## config.mk

```make
export PLATFORM = sky130hd
export DESIGN_NAME = seq_mult_hs
export DESIGN_NICKNAME = d
export VERILOG_FILES = /design/src/rtl/seq_mult_hs.sv
export SDC_FILE = /design/constraint.sdc
export NUM_CORES = 1
export LEC_CHECK = 0
export CAP_MARGIN = 20
export CORE_ASPECT_RATIO = 1.1
export CORE_MARGIN = 2
export CORE_UTILIZATION = 55
export DETAILED_ROUTE_END_ITERATION = 8
export GPL_ROUTABILITY_DRIVEN = 0
export PLACE_DENSITY_LB_ADDON = 0.25
export SYNTH_ARGS = -nofsm -noshare
export SYNTH_HDL_FRONTEND = slang
export SYNTH_SLANG_ARGS = --single-unit
export TNS_END_PERCENT = 50
```

## constraint.sdc

```tcl
create_clock -name clk -period 3.63 [get_ports clk]
set_input_delay 0.726 -clock clk [delete_from_list [all_inputs] [get_ports clk]]
set_output_delay 0.726 -clock clk [all_outputs]
set_load 0.01 [all_outputs]
```

## src/rtl/seq_mult_hs.sv

```systemverilog
// seq_mult_hs: shift-add sequential multiplier, MSB-first, one multiplier bit per cycle.
// Operands are accepted on a valid/ready handshake and converted to magnitudes. The
// unsigned product is built over WIDTH cycles. The sign is applied on the final step,
// and the result is held until the consumer takes it.
//
// Handshake rules (both ports): a transfer happens on a rising edge where valid and
// ready are both 1. in_ready and out_valid depend only on the FSM state, never
// combinationally on in_valid/out_ready. A producer may drop valid without a transfer
// while ready is low. Operands need only be stable on the accept edge.
`timescale 1ns/1ps

module seq_mult_hs #(
    parameter int WIDTH = 8
) (
    input  logic                 clk,
    input  logic                 reset,
    input  logic                 in_valid,
    output logic                 in_ready,
    input  logic [WIDTH-1:0]     a,
    input  logic [WIDTH-1:0]     b,
    input  logic                 signed_mode,
    output logic                 out_valid,
    input  logic                 out_ready,
    output logic [2*WIDTH-1:0]   product
);

    localparam int CW = $clog2(WIDTH + 1);

    localparam logic [CW-1:0]        CNT_INIT = CW'(WIDTH);
    localparam logic [CW-1:0]        CNT_ONE  = CW'(1);
    localparam logic [WIDTH-1:0]     ONE_W    = WIDTH'(1);
    localparam logic [2*WIDTH-1:0]   ONE_P    = (2*WIDTH)'(1);

    typedef enum logic [1:0] {
        S_IDLE = 2'd0,
        S_BUSY = 2'd1,
        S_DONE = 2'd2
    } state_e;

    state_e               state_q, state_d;
    logic [WIDTH-1:0]     a_mag_q, a_mag_d;
    logic [WIDTH-1:0]     b_mag_q, b_mag_d;
    logic                 neg_q, neg_d;
    logic [2*WIDTH-1:0]   acc_q, acc_d;
    logic [CW-1:0]        cnt_q, cnt_d;
    logic [2*WIDTH-1:0]   product_q, product_d;

    logic [WIDTH-1:0]     a_abs;
    logic [WIDTH-1:0]     b_abs;
    logic [2*WIDTH-1:0]   addend;
    logic [2*WIDTH-1:0]   acc_next;

    // Next-state, datapath update and handshake outputs for the IDLE/BUSY/DONE FSM
    always_comb begin
        state_d   = state_q;
        a_mag_d   = a_mag_q;
        b_mag_d   = b_mag_q;
        neg_d     = neg_q;
        acc_d     = acc_q;
        cnt_d     = cnt_q;
        product_d = product_q;
        in_ready  = 1'b0;
        out_valid = 1'b0;

        // In signed mode the magnitude of -2^(WIDTH-1) wraps to 2^(WIDTH-1) as unsigned, which still fits
        a_abs = (signed_mode && a[WIDTH-1]) ? (~a + ONE_W) : a;
        b_abs = (signed_mode && b[WIDTH-1]) ? (~b + ONE_W) : b;

        // One MSB-first partial product step; acc is double width so it cannot overflow
        addend   = b_mag_q[WIDTH-1] ? {{WIDTH{1'b0}}, a_mag_q} : '0;
        acc_next = (acc_q << 1) + addend;

        case (state_q)
            S_IDLE: begin
                in_ready = 1'b1;
                if (in_valid) begin
                    a_mag_d = a_abs;
                    b_mag_d = b_abs;
                    neg_d   = signed_mode & (a[WIDTH-1] ^ b[WIDTH-1]);
                    acc_d   = '0;
                    cnt_d   = CNT_INIT;
                    state_d = S_BUSY;
                end
            end
            S_BUSY: begin
                acc_d   = acc_next;
                b_mag_d = b_mag_q << 1;
                cnt_d   = cnt_q - CNT_ONE;
                if (cnt_q == CNT_ONE) begin
                    // Negating zero yields zero, so a zero product never becomes nonzero
                    product_d = neg_q ? (~acc_next + ONE_P) : acc_next;
                    state_d   = S_DONE;
                end
            end
            S_DONE: begin
                out_valid = 1'b1;
                if (out_ready) begin
                    state_d = S_IDLE;
                end
            end
            default: begin
                state_d = S_IDLE;
            end
        endcase
    end

    // State and datapath registers; reset discards any operation in flight
    always_ff @(posedge clk) begin
        if (reset) begin
            state_q   <= S_IDLE;
            a_mag_q   <= '0;
            b_mag_q   <= '0;
            neg_q     <= 1'b0;
            acc_q     <= '0;
            cnt_q     <= '0;
            product_q <= '0;
        end else begin
            state_q   <= state_d;
            a_mag_q   <= a_mag_d;
            b_mag_q   <= b_mag_d;
            neg_q     <= neg_d;
            acc_q     <= acc_d;
            cnt_q     <= cnt_d;
            product_q <= product_d;
        end
    end

    assign product = product_q;

endmodule

```

==> run_results.csv <==
group,metric,value,unit
setup_path,end_kind,"register",
grt,grt_pass1_wl,13100,microns
sta,drv_slew,0,
sta,maxSlewHeadroom,28.7,%
sta,setup_viol,0,
finish,drive_gt1_share,5.24,%
clock_tree,post_cts_buffers,0,
clock_tree,clk_path_buf_depth,2,
logic_synthesis,yosys_warnings,0,
power,ir_drop,0.183,mV
setup_path,worst-setup-path-type,"reg2reg",
finish,antenna_cells,0,
placed_design,dpl_worst_slack,358,ps
clock_tree,ctsHoldBuffers,0,
grt,grt_usage,23.9,%
clock_tree,cts_buffers,5,
logic_synthesis,yosys-top-cells-area,"dfxtp_1, nor2_1, a21oi_1",
clock_tree,cts_root_buf,"clkbuf_8",
sta,fin_ws,318,ps
logic_synthesis,avgSynthCellArea,7.78,sq um
routing,wirelength,7730,microns
grt,grt_antenna_before_repair,0,
routing,drt-vias-per-instance,5.96,
sta,fmax,0.302,GHz
setup_path,required,3880,ps
finish,multi_input_area,2140,sq um
sta,hold_violations,0,
floorplanning,start_util,57.8,%
power,p_per_area,321,nW/um^2
clock_tree,path_clk_slew,100,ps
clock_tree,clk_latency,320,ps
logic_synthesis,yosysTopAreaCell,"dfxtp_1",
floorplanning,fp.dieH,86.2,microns
sta,tightest_slew,1070,ps
logic_synthesis,ys_types,61,
logic_synthesis,syn_inst,434,
clock_tree,cts.htree.levels,2,
routing,dr.first_iter.drc_count,182,
setup_path,crit_path_max_fanout,9,
logic_synthesis,async_flop_share,0,%
floorplanning,io_pins,39,
finish,num-fill-cells,540,
logic_synthesis,synth-seq-cells,54,
floorplanning,coreArea,5840,sq um
setup_path,slowest_stage,"dfxtp_1",
setup_path,path_cells,"and2_1 > ha_1 > inv_1 > fa_1 > nand2b_1 > a21oi_1 > xor2_1 > or3_1 > or3_1 > or4_1 > a31oi_1",
logic_synthesis,synth_area,3380,sq um
grt,overflow,0,
grt,grt_max_degree,41,
hold_path,min-delay-start,"a_mag_q[6]",
setup_path,critPathMaxStageDelay,450,ps
logic_synthesis,synth_nets,468,
clock_tree,cts_sinks,54,
flow_run,maxCapViolations,0,
sta,rsz0062_at_grt,"false",
sta,fin_skew,11.9,ps
routing,drc,0,
finish,instances_no_fill,535,
clock_tree,post_cts_resized,0,
logic_synthesis,synth_edf_count,0,
clock_tree,cts_tree,"done",
hold_path,hold_class,"reg2reg",
setup_path,cp-startpoint,"b_mag_q[7]",
run_status,status,"finished clean",
routing,routed-via-count,3190,
routing,firstDrtPassIters,4,
placed_design,dp.cells,527,
logic_synthesis,ys.flop_type,"dfxtp_1",
floorplanning,die_x,78.7,microns
finish,final_nets,491,
grt,grt_pass1_vias,3044,
finish,seq_area,1080,sq um
setup_path,crit_top_cell,"or3_1",
setup_path,r2r-start,"b_mag_q[7]",
finish,area_growth,14.9,%
power,p_total,1.25,mW
logic_synthesis,ys_seq_area_share,32.0,%
logic_synthesis,netlist.area_leader.share,32.0,%
placed_design,dp_hpwl,5680,microns
routing,ant_nets,0,
routing,wl_per_cell,14.4,microns
sta,fin_tns_setup,0,ps
placed_design,portBuffers,38,
setup_path,start_kind,"register",
setup_path,worstPathArrival,3560,ps
floorplanning,row_count,29,
sta,fin_crit_sh,91.2,%
power,p_leak,1.40,nW
floorplanning,die_area,6780,sq um
sta,finalCriticalPeriod,3310,ps
[worst max-delay path, delay by kind of cell, from the launching register on]
kind | cells | cell delay (ps)
buffers and inverters | 1 | 70
AND/OR/NAND/NOR | 5 | 1610
XOR/XNOR | 1 | 120
adder cells (fa/ha/maj) | 2 | 600
AO/OA/AOI/OAI | 2 | 410
flip-flops | 1 | 450
[area by class of cell]
cell class | count | area share (%)
inverter | 13 | 1.26
clock inverter | 3 | 1.23
timing repair buffer | 41 | 10.3
clock buffer | 5 | 1.77
tap | 77 | 2.48
multi-input combinational | 342 | 55.2
sequential | 54 | 27.9
[synth_stat cells (3+ instances only)]
master / instances
a211oi_1: 12
a21oi_1: 35
a221oi_1: 3
a22oi_1: 4
a31oi_1: 13
and2_1: 11
and3_1: 5
clkbuf_1: 21
dfxtp_1: 54
ha_1: 12
inv_1: 13
mux2i_1: 3
nand2_1: 44
nand2b_1: 7
nand3_1: 30
nand3b_1: 3
nand4_1: 3
nor2_1: 48
nor2b_1: 3
nor3_1: 12
nor4_1: 4
o2111ai_1: 3
o211ai_1: 4
o21a_1: 3
o21ai_0: 10
o41ai_1: 3
or2_2: 3
or3_1: 6
xnor2_1: 13
xor2_1: 13
[placed cells by master (no fill, tap or decap), types with 2 or more instances in the layout]
master and n:
a211oi_1 12, a21o_1 2, a21oi_1 35, a221oi_1 3, a22oi_1 4, a311o_1 2
a311oi_1 2, a31oi_1 13, and2_1 11, and3_1 5, buf_4 3, clkbuf_8 5
clkdlybuf4s50_1 37, dfxtp_1 54, ha_1 12, inv_1 13, mux2i_1 3, nand2_1 44
nand2b_1 7, nand3_1 30, nand3b_1 3, nand4_1 3, nor2_1 48, nor2b_1 3
nor3_1 12, nor4_1 4, o2111ai_1 3, o211ai_1 4, o21a_1 3, o21ai_0 10
o21ai_1 2, o31a_1 2, o41ai_1 3, or2_2 3, or3_1 6, xnor2_1 13
xor2_1 13
[metrics by stage]
stage	util, %	hold slack [ps]	instance area [sq um]
finish	66.4	460	3880
global route	66.4	486	3880
CTS	66.4	462	3880
detailed placement	64.4	443	3760
global placement	64.4	436	3760
floorplan	-	427	3380
[state kept, by name, indices dropped and copies added (netlist names)]
name and flops:
cnt_q 4, acc_q 15, product 16, neg_q 1, a_mag_q 8, state_q 2, b_mag_q 8
[layer usage]
metal,global-route usage [%],vias up,routed length [microns],part of all wire (%)
li1,-,1613,-,-
met1,27.3,1474,3340,43
met2,44.1,89,3870,50
met3,3.23,14,388,5.0
met4,10.7,0,133,1.7
met5,0,-,0,0
[cell families (layout without fill, tap and decap cells)]
| kind of cell | count (synthesis) | count (layout) | share of synthesized area, % |
|---|---|---|---|
| buffers and inverters | 38 | 62 | 4.59 |
| XOR/XNOR | 27 | 27 | 7.23 |
| multiplexers | 4 | 4 | 1.22 |
| AND/OR/NAND/NOR | 186 | 186 | 26.6 |
| adder cells (fa/ha/maj) | 13 | 13 | 5.04 |
| AO/OA/AOI/OAI | 112 | 112 | 23.3 |
| flip-flops | 54 | 54 | 32.0 |
[where the power goes]
group / internal (mW) / switching (mW)
logic: 0.0785 / 0.110
registers: 0.616 / 0.0188
clock network: 0.209 / 0.213
total: 0.904 / 0.342
[final timing paths]
check / depth (start not counted) / slack [ps] / endpoint
min reg2reg: 2 / 460 / a_mag_q[6]
min: 2 / 460 / a_mag_q[6]
max: 11 / 320 / product[14]
max reg2reg: 11 / 320 / product[14]
Note: power is estimated with default switching activity, not from simulation.
